[config.mk]
export PLATFORM = sky130hd
export DESIGN_NAME = fetch_unit
export DESIGN_NICKNAME = d
export VERILOG_FILES = /design/src/rtl/fetch_pkg.sv /design/src/rtl/fetch_queue.sv /design/src/rtl/fetch_unit.sv
export SDC_FILE = /design/constraint.sdc
export NUM_CORES = 1
export LEC_CHECK = 0
export ABC_AREA = 0
export CORE_UTILIZATION = 59
export CTS_CLUSTER_SIZE = 24
export DETAILED_ROUTE_END_ITERATION = 10
export MAX_ROUTING_LAYER = met4
export PLACE_DENSITY = 0.85
export SLEW_MARGIN = 15
export SYNTH_ARGS = -nofsm -noshare
export SYNTH_HDL_FRONTEND = slang
export SYNTH_SLANG_ARGS = --single-unit
[constraint.sdc]
create_clock -name clk -period 8.7 [get_ports clk]
set_clock_uncertainty 0.05 [all_clocks]
set_input_delay 2.61 -clock clk [delete_from_list [all_inputs] [get_ports clk]]
set_output_delay 2.61 -clock clk [all_outputs]
set_load 0.005 [all_outputs]
[src/rtl/fetch_pkg.sv]
// Shared definitions for the instruction fetch unit.
//   - WORD_SIZE_DEF : default data/address/instruction width
//   - fetch_state_e : fetch FSM state encoding
package fetch_pkg;

  localparam int WORD_SIZE_DEF = 16;

  typedef enum logic [2:0] {
    IDLE  = 3'd0,
    REQ   = 3'd1,
    WAIT  = 3'd2,
    DRAIN = 3'd3,
    ERROR = 3'd4
  } fetch_state_e;

endpackage

[src/rtl/fetch_queue.sv]
// Prefetch FIFO, DEPTH entries of W bits, with synchronous flush.
// Ports:
//   clk, reset      : clock, synchronous active-high reset
//   flush           : empty the queue this cycle (wins over push)
//   push, push_data : write an entry at the tail
//   pop             : retire the head entry (ignored when empty)
//   head_valid      : queue non-empty
//   head_data       : head entry, zero when empty
//   count           : current occupancy (0..DEPTH)
module fetch_queue #(
  parameter int W     = 32,
  parameter int DEPTH = 4
) (
  input  logic                     clk,
  input  logic                     reset,
  input  logic                     flush,
  input  logic                     push,
  input  logic [W-1:0]             push_data,
  input  logic                     pop,
  output logic                     head_valid,
  output logic [W-1:0]             head_data,
  output logic [$clog2(DEPTH):0]   count
);

  localparam int AW = $clog2(DEPTH);

  logic [DEPTH-1:0][W-1:0] mem;
  logic [AW-1:0]           wr_ptr, rd_ptr;
  logic [AW:0]             cnt;
  logic                    do_pop;

  assign do_pop = pop && (cnt != '0);

  always_ff @(posedge clk) begin
    if (reset || flush) begin
      wr_ptr <= '0;
      rd_ptr <= '0;
      cnt    <= '0;
    end else begin
      if (push)   wr_ptr <= wr_ptr + AW'(1);
      if (do_pop) rd_ptr <= rd_ptr + AW'(1);
      cnt <= cnt + (AW+1)'(push) - (AW+1)'(do_pop);
    end
  end

  // Storage needs no reset; the valid count gates what is visible.
  always_ff @(posedge clk) begin
    if (push) mem[wr_ptr] <= push_data;
  end

  // Head comes straight from the storage flops, so a written entry is
  // visible the cycle after the write with no extra pipeline stage.
  assign head_valid = (cnt != '0);
  assign head_data  = head_valid ? mem[rd_ptr] : '0;
  assign count      = cnt;

endmodule

[src/rtl/fetch_unit.sv]
// Instruction fetch unit: issues single outstanding memory reads, buffers
// returned instructions in a prefetch queue and hands them to a consumer
// with a valid/ready handshake. Redirects flush the queue and restart
// fetching; an in-flight read is drained and its data discarded.
// Optional build macro: FETCH_TIMEOUT_EN adds a memory wait timeout that
// parks the FSM in ERROR with fetch_error=1 until reset.
// Ports:
//   clk, reset            : clock, synchronous active-high reset
//   readM, address        : memory read request and address
//   data, inputReady      : memory read data and its valid strobe
//   redirect, redirect_pc : control-flow change and new fetch address
//   inst_valid/inst/inst_pc, inst_ready : queue head handshake
//   num_inst              : count of delivered instructions (wraps)
//   fetch_error           : sticky memory timeout flag
module fetch_unit
  import fetch_pkg::*;
#(
  parameter int                   WORD_SIZE      = WORD_SIZE_DEF,
  parameter int                   DEPTH          = 4,
  parameter logic [WORD_SIZE-1:0] RESET_PC       = '0,
  parameter int                   TIMEOUT_CYCLES = 64
) (
  input  logic                 clk,
  input  logic                 reset,
  output logic                 readM,
  output logic [WORD_SIZE-1:0] address,
  input  logic [WORD_SIZE-1:0] data,
  input  logic                 inputReady,
  input  logic                 redirect,
  input  logic [WORD_SIZE-1:0] redirect_pc,
  output logic                 inst_valid,
  output logic [WORD_SIZE-1:0] inst,
  output logic [WORD_SIZE-1:0] inst_pc,
  input  logic                 inst_ready,
  output logic [WORD_SIZE-1:0] num_inst,
  output logic                 fetch_error
);

  localparam int CNT_W = $clog2(DEPTH) + 1;

  fetch_state_e             state, state_nxt;
  logic [WORD_SIZE-1:0]     fetch_pc, addr_q, num_q;
  logic                     push, pop;
  logic [2*WORD_SIZE-1:0]   q_head;
  logic [CNT_W-1:0]         q_count;

`ifdef FETCH_TIMEOUT_EN
  localparam int TW = $clog2(TIMEOUT_CYCLES + 1);
  logic [TW-1:0] wait_cnt;
  logic          timeout_hit;

  always_ff @(posedge clk) begin
    if (reset)
      wait_cnt <= '0;
    else if ((state == WAIT || state == DRAIN) && !inputReady)
      wait_cnt <= wait_cnt + TW'(1);
    else
      wait_cnt <= '0;
  end

  // Fires on the last allowed wait cycle; ERROR follows on the next edge.
  assign timeout_hit = !inputReady && (wait_cnt == TW'(TIMEOUT_CYCLES - 1));
  assign fetch_error = (state == ERROR);
`else
  assign fetch_error = 1'b0;
`endif

  always_ff @(posedge clk) begin
    if (reset) state <= IDLE;
    else       state <= state_nxt;
  end

  always_comb begin
    state_nxt = state;
    push      = 1'b0;
    case (state)
      IDLE:  if (q_count != CNT_W'(DEPTH)) state_nxt = REQ;
      REQ:   state_nxt = redirect ? DRAIN : WAIT;
      WAIT: begin
        if (inputReady) begin
          state_nxt = IDLE;
          push      = !redirect;   // data racing a redirect is stale
        end else if (redirect) begin
          state_nxt = DRAIN;
`ifdef FETCH_TIMEOUT_EN
        end else if (timeout_hit) begin
          state_nxt = ERROR;
`endif
        end
      end
      DRAIN: begin
        if (inputReady) state_nxt = IDLE;
`ifdef FETCH_TIMEOUT_EN
        else if (timeout_hit) state_nxt = ERROR;
`endif
      end
`ifdef FETCH_TIMEOUT_EN
      ERROR: state_nxt = ERROR;
`endif
      default: state_nxt = IDLE;
    endcase
  end

  // Redirect beats a same-cycle pop: the head being accepted is flushed.
  assign pop = inst_valid && inst_ready && !redirect;

  always_ff @(posedge clk) begin
    if (reset) begin
      fetch_pc <= RESET_PC;
      addr_q   <= RESET_PC;
      num_q    <= '0;
    end else begin
      if (redirect)  fetch_pc <= redirect_pc;
      else if (push) fetch_pc <= addr_q + WORD_SIZE'(1);
      // Latch the request address on IDLE->REQ so it stays stable
      // through WAIT/DRAIN even if fetch_pc is redirected meanwhile.
      if (state == IDLE && state_nxt == REQ)
        addr_q <= redirect ? redirect_pc : fetch_pc;
      if (pop) num_q <= num_q + WORD_SIZE'(1);
    end
  end

  fetch_queue #(
    .W     (2*WORD_SIZE),
    .DEPTH (DEPTH)
  ) u_queue (
    .clk        (clk),
    .reset      (reset),
    .flush      (redirect),
    .push       (push),
    .push_data  ({data, addr_q}),
    .pop        (pop),
    .head_valid (inst_valid),
    .head_data  (q_head),
    .count      (q_count)
  );

  assign readM    = (state == REQ) || (state == WAIT) || (state == DRAIN);
  assign address  = addr_q;
  assign inst     = q_head[2*WORD_SIZE-1:WORD_SIZE];
  assign inst_pc  = q_head[WORD_SIZE-1:0];
  assign num_inst = num_q;

endmodule

==> results.yml, run 1 <==
timing:
  maxSlewHeadroom_pct: 36.6
  grt_setup_unrepaired: "false"
  setup_viol: 0
  timing_max_transition_violations_final: 0
  finalWorstPathRequiredPeriod_ps: 5460
  finalHoldViolCount: 0
  total_negative_slack_ps: 0
  post-route-period-util_pct: 62.8
  max_freq_ghz: 0.183
  least_margin_pin_slew_ps: 951
clock_tree:
  number_of_sinks_handled_by_clock_tree_synthesis: 186
  num_cts_buffers: 17
  ctsLongestPathBuffers: 2
  cts_resized: 0
  tritoncts: "yes"
  clock_pin_slew_reported_for_the_worst_setup_and_hold_paths_after_clock_tree_synthesis_ps: 60
  clock_tree_root_driver_cell: "sky130_fd_sc_hd__clkbuf_16"
  maximum_level_of_the_cts_h_tree: 4
  worstSkewPairLatency_ps: 430
  count_of_hold_fix_buffers_inserted_at_cts: 0
  post-cts-setup-buffer-count: 0
setup_path:
  worst_reg2reg_path_depth: 9
  worst-r2r-setup-slack_ps: 6050
  crit_path_start_kind: "register"
  cp_arrival_ps: 2800
  critical_path.slowest_cell: "sky130_fd_sc_hd__dfxtp_2"
  endpoint_kind: "output port"
  cp_cell_sequence: "buf_4 -> mux4_2 -> and2_1 -> clkdlybuf4s50_1"
  reg2reg_to: "u_queue.count[2]"
  critPathMaxFanout: 18
  cp_slowest_stage_delay_ps: 700
  criticalPathCategory: "reg -> out"
  regToRegStartpoint: "u_queue.count[2]"
  critical_path_buf_inv_count: 2
  path_delay_family: "buffers and inverters"
  critPathRequiredTime_ps: 6040
logic_synthesis:
  post_synth_inst_count: 544
  yosys.area.top_type_share_pct: 49.8
  cell_area_synth_um2: 7710
  synth.top_cells.by_area: "sky130_fd_sc_hd__edfxtp_1 (50%), sky130_fd_sc_hd__dfxtp_1 (15%), sky130_fd_sc_hd__mux4_2 (9.3%)"
  synth.ff_latch_count: 186
  netlist-cell-type-count: 54
  part_of_the_yosys_area_used_for_sequential_elements_pct: 64.9
  most_area_hungry_cell_type_in_the_yosys_netlist: "sky130_fd_sc_hd__edfxtp_1"
  synth.yosys.warnings: 0
  avgSynthCellArea_um2: 14.2
  asyncSetResetFlopFracSynth_pct: 0
  synth_enable_flop_cells: 128
  synthFlopType: "sky130_fd_sc_hd__edfxtp_1"
power:
  power_density_nw_per_um2: 192
  power.static_leakage_nw: 3.09
  max-vdd-ir-drop_mv: 0.160
worst_hold_path:
  hold_start: "fetch_pc[5]"
  worstHoldPathCells: 2
  worst_hold_path_type: "reg -> reg"
  timing.hold.worst_endpoint: "address[5]"
floorplan:
  die-height_um: 116
  die_area_um2: 13500
  effective_utilization_at_floorplan_pct: 60.9
  overall_die_width_um: 116
  floorplan.core_area_um2: 12700
  std_cell_rows: 41
  ios: 104
cells_and_area:
  ff_latch_area_um2: 5010
  antenna_cells: 0
  final_core_util_pct: 74.8
  n_fill_cell: 800
  area_growth_pct: 22.8
  layout_cell_share_with_drive_strength_beyond_1_pct: 11.9
  nNetsFinal: 688
  multiInputGateArea_um2: 2560
detailed_routing:
  routed_wirelength_mm: 16.4
  detail_route.iter0.violations: 462
  num_vias: 4996
  ant_nets: 0
  drt_pre_antenna_iters: 5
  routed_wire_length_per_instance_um: 19.8
  route.detailed.drc: 0
  routed_via_density: 6.04
placement:
  hpwl_reported_at_the_end_of_detailed_placement_mm: 10.2
  finalWeightedCongestion: 0.867
  place.port_buffers: 102
global_routing:
  grt_start_max_net_pins: 51
  via_count_of_the_first_global_routing_pass: 4878
  antenna_found_initial: 0
  grt_util_all_layers_pct: 26.5
  grt_pass1_wl_mm: 25.3
  grt_remaining_overflow: 0
flow_run:
  cap_violations: 0
status:
  run_status: "completed"
[cells in the mapped netlist, types with 9 or more instances]
cell	n
sky130_fd_sc_hd__edfxtp_1	128
sky130_fd_sc_hd__dfxtp_1	58
sky130_fd_sc_hd__nor2_1	43
sky130_fd_sc_hd__and2_1	34
sky130_fd_sc_hd__mux4_2	32
sky130_fd_sc_hd__nand2_1	32
sky130_fd_sc_hd__clkbuf_1	23
sky130_fd_sc_hd__xnor2_1	14
sky130_fd_sc_hd__a21oi_1	13
sky130_fd_sc_hd__inv_1	12
sky130_fd_sc_hd__nand3_1	12
sky130_fd_sc_hd__o21ai_0	10
sky130_fd_sc_hd__a311oi_1	9
[how the worst max path moves through the flow]
stage	startpoint	end	slack, ps	cells past startpoint
after floorplan	inputReady	u_queue.mem[0]	4100	4
after global placement	redirect	u_queue.count[2]	3540	11
after detailed placement	redirect	u_queue.count[2]	3430	11
after CTS	u_queue.rd_ptr[0]	inst[6]	3150	4
after global routing	u_queue.rd_ptr[0]	inst[6]	3060	4
final	u_queue.rd_ptr[0]	inst_pc[15]	3240	4
[power breakdown]
group	switching (mW)	total (mW)	leakage, nW	internal, mW
clock	0.318	0.755	0.283	0.437
combinational	0.0390	0.0835	1.17	0.0445
sequential	0.0244	0.984	1.64	0.960
total	0.381	1.82	3.09	1.44
[worst register-to-register path, stage by stage (launching register included)]
cell	delay, ps
sky130_fd_sc_hd__dfxtp_1	370
sky130_fd_sc_hd__nor3_2	540
sky130_fd_sc_hd__nor2_1	240
sky130_fd_sc_hd__ha_1	330
sky130_fd_sc_hd__inv_1	40
sky130_fd_sc_hd__ha_1	180
sky130_fd_sc_hd__fa_1	390
sky130_fd_sc_hd__xnor2_1	200
sky130_fd_sc_hd__xnor2_1	140
sky130_fd_sc_hd__nor2_1	60
[cell type report]
cell class	count	share of cell area [%]
Timing Repair Buffer	108	11.2
Clock inverter	11	1.28
Multi-Input combinational cell	316	27.0
Inverter	13	0.515
Sequential cell	186	52.8
Tap cell	172	2.27
Clock buffer	21	4.86
[sequential cells by signal (all words and copies together) (netlist names)]
signal	cells
u_queue.mem	128
state	3
fetch_pc	16
address	16
u_queue.count	3
num_inst	16
u_queue.rd_ptr	2
u_queue.wr_ptr	2
[routing by layer]
metal,GRT usage (%),routed length [µm]
met1,32.3,6750
met2,43.6,8290
met3,4.67,1020
met4,11.8,345
met5,-,0
[cell families (layout without fill, tap and decap cells)]
kind of cell | count (synthesis) | after routing | synth area share (%)
AOI/OAI and AO/OA | 73 | 73 | 6.65
xor gates and xnor gates | 20 | 20 | 2.27
adders and majority gates | 9 | 9 | 1.56
buffers and inverters | 43 | 153 | 2.32
DFF | 186 | 186 | 64.9
muxes | 40 | 40 | 10.4
other | 1 | 2 | 0.0486
and+or+nand+nor | 172 | 172 | 11.9
[through the flow]
stage                     power [mW]  instance area, µm²  hold WS (ps)  setup slack, ps  std cells
final                           1.82                9480           428             3240        827
after CTS                       1.83                9480           430             3150        827
after global placement          1.08                8890           412             3540        795
after global routing            1.87                9480           443             3060        827
after detailed placement        1.08                8890           420             3430        795
after floorplan                 1.03                7720           405             4100        545
[cell usage in the layout (no fill, tap or decap), types with 8 or more instances in the layout]
master	synthesis	final
sky130_fd_sc_hd__a211oi_1	8	8
sky130_fd_sc_hd__o21ai_0	10	10
sky130_fd_sc_hd__a311oi_1	9	9
sky130_fd_sc_hd__nand3_1	12	12
sky130_fd_sc_hd__edfxtp_1	128	128
sky130_fd_sc_hd__dfxtp_1	58	57
sky130_fd_sc_hd__xnor2_1	14	14
sky130_fd_sc_hd__inv_1	12	12
sky130_fd_sc_hd__clkbuf_16	0	17
sky130_fd_sc_hd__nand2_1	32	32
sky130_fd_sc_hd__mux2i_1	8	8
sky130_fd_sc_hd__mux4_2	32	32
sky130_fd_sc_hd__nor2_1	43	43
sky130_fd_sc_hd__ha_1	8	8
sky130_fd_sc_hd__and2_1	34	34
sky130_fd_sc_hd__clkdlybuf4s50_1	0	102
sky130_fd_sc_hd__a21oi_1	13	13
sky130_fd_sc_hd__nand4_1	8	8
sky130_fd_sc_hd__nor3_1	8	8
No activity file was read; power rests on OpenSTA's default activity.
==> run 2: changes to the inputs <==
CORE_UTILIZATION = 55   (was 59)
PLACE_DENSITY = 0.8   (was 0.85)
clock period = 5.15 ns   (was 8.7 ns; I/O delays follow)
==> run 2 against run 1 <==
- critical path depth stayed put
- worst setup slack worse by 2400 ps
- sequential power is 69% higher
- non-clock buffer count is 5 higher
- total power is 71% higher
- critical path type unchanged
- largest power group unchanged
==> results.yml, run 2 (synthesis results as in run 1) <==
cells_and_area:
  antenna_cells: 0
  layout_cell_share_with_drive_strength_beyond_1_pct: 12.3
  most_common_cell_after_layout_fill_and_taps_aside: "sky130_fd_sc_hd__edfxtp_1"
  area_growth_pct: 23.9
  layout_common_cells: "sky130_fd_sc_hd__edfxtp_1 (128), sky130_fd_sc_hd__clkdlybuf4s50_1 (102), sky130_fd_sc_hd__dfxtp_1 (57)"
  layout.cells.non_filler: 836
  ff_latch_area_um2: 5010
  nNetsFinal: 693
  n_fill_cell: 946
  multiInputGateArea_um2: 2550
  flip_flop_count_of_the_largest_register_all_copies_and_words_added: 128
  register_with_the_most_flip_flops: "u_queue.mem"
timing:
  grt_setup_unrepaired: "false"
  final_critical_path_setup_slack_ps: 798
  maxSlewHeadroom_pct: 33.6
  finalWorstPathRequiredPeriod_ps: 4350
  finalHoldViolCount: 0
  timing_max_transition_violations_final: 0
  setup_viol: 0
  max_freq_ghz: 0.230
  post-route-period-util_pct: 84.5
  total_negative_slack_ps: 0
  least_margin_pin_slew_ps: 995
setup_path:
  crit_path_start_kind: "register"
  cp_arrival_ps: 2760
  criticalPathCategory: "reg -> out"
  critPathRequiredTime_ps: 3560
  endpoint_kind: "output port"
  critPathMaxFanout: 35
clock_tree:
  ctsLongestPathBuffers: 2
  clock_pin_slew_reported_for_the_worst_setup_and_hold_paths_after_clock_tree_synthesis_ps: 70
  post-cts-setup-buffer-count: 0
  worstSkewPairLatency_ps: 420
  number_of_sinks_handled_by_clock_tree_synthesis: 186
  num_cts_buffers: 17
  cts_resized: 0
  clock_tree_root_driver_cell: "sky130_fd_sc_hd__clkbuf_16"
  tritoncts: "yes"
  maximum_level_of_the_cts_h_tree: 4
  count_of_hold_fix_buffers_inserted_at_cts: 0
placement:
  dpl_worst_slack_ps: 1220
  place.port_buffers: 102
  hpwl_reported_at_the_end_of_detailed_placement_mm: 9.77
  place_inst: 804
  finalWeightedCongestion: 0.806
global_routing:
  groute.layer.met1.usage_pct: 29.7
  grt_pass1_wl_mm: 25.1
  globalRouteMet2Util_pct: 39.4
  via_count_of_the_first_global_routing_pass: 4958
  gr-usage-met3_pct: 4.58
  grt_util_all_layers_pct: 23.8
  top_usage_layer: "met2"
  grt_remaining_overflow: 0
  grt_start_max_net_pins: 43
  antenna_found_initial: 0
floorplan:
  ios: 104
  die-height_um: 120
  die_area_um2: 14500
  overall_die_width_um: 120
  floorplan.core_area_um2: 13500
  effective_utilization_at_floorplan_pct: 57.3
  std_cell_rows: 42
power:
  power_density_nw_per_um2: 327
  power.static_leakage_nw: 3.13
  max-vdd-ir-drop_mv: 0.177
detailed_routing:
  route.detailed.drc: 0
  routed_wirelength_mm: 15.9
  routed_wire_length_per_instance_um: 19.0
  drt_pre_antenna_iters: 5
  routed_via_density: 5.93
  detail_route.iter0.violations: 422
  num_vias: 4957
  ant_nets: 0
worst_hold_path:
  worst_hold_path_type: "reg -> reg"
flow_run:
  cap_violations: 0
status:
  run_status: "completed"
==> run 2: worst paths after layout <==
check	from	endpoint	slack, ps	cells past startpoint
setup reg to reg	u_queue.count[2]	u_queue.count[2]	2540	9
hold / removal	num_inst[15]	num_inst[15]	430	2
hold reg to reg	num_inst[15]	num_inst[15]	430	2
setup / recovery	u_queue.count[2]	inst_pc[15]	800	4
==> run 2: per-stage QoR <==
stage	total power [mW]	instance area, µm²	util (%)	hold WS (ps)
CTS	3.14	9560	71.0	430
finish	3.12	9560	71.0	430
global route	3.21	9560	71.0	450
floorplan	1.74	7720	-	405
detailed placement	1.83	8940	66.5	421
global placement	1.82	8940	66.5	413
==> run 2: metal layers <==
| metal | share of wire, % | routed length, µm |
|---|---|---|
| met1 | 42 | 6660 |
| met2 | 51 | 8090 |
| met3 | 5.6 | 885 |
| met4 | 1.4 | 221 |
| met5 | 0 | 0 |
==> run 2: final cells by class <==
type	instances	area share (%)
tap	176	2.30
clock buffer	18	4.60
clock inverter	14	1.79
timing repair buffer	113	11.7
inverter	13	0.511
sequential	186	52.4
multi-input combinational	316	26.7
==> run 2: power by group <==
group / switching [mW] / total (mW) / internal, mW
Combinational: 0.0631 / 0.138 / 0.0752
Clock: 0.542 / 1.32 / 0.778
Sequential: 0.0421 / 1.66 / 1.62
==> run 2: critical path, stage by stage, from the launching register on <==
cell                              delay, ps
sky130_fd_sc_hd__dfxtp_1                370
sky130_fd_sc_hd__nor3_2                 530
sky130_fd_sc_hd__inv_1                  620
sky130_fd_sc_hd__and2_1                 350
sky130_fd_sc_hd__clkdlybuf4s50_1        440
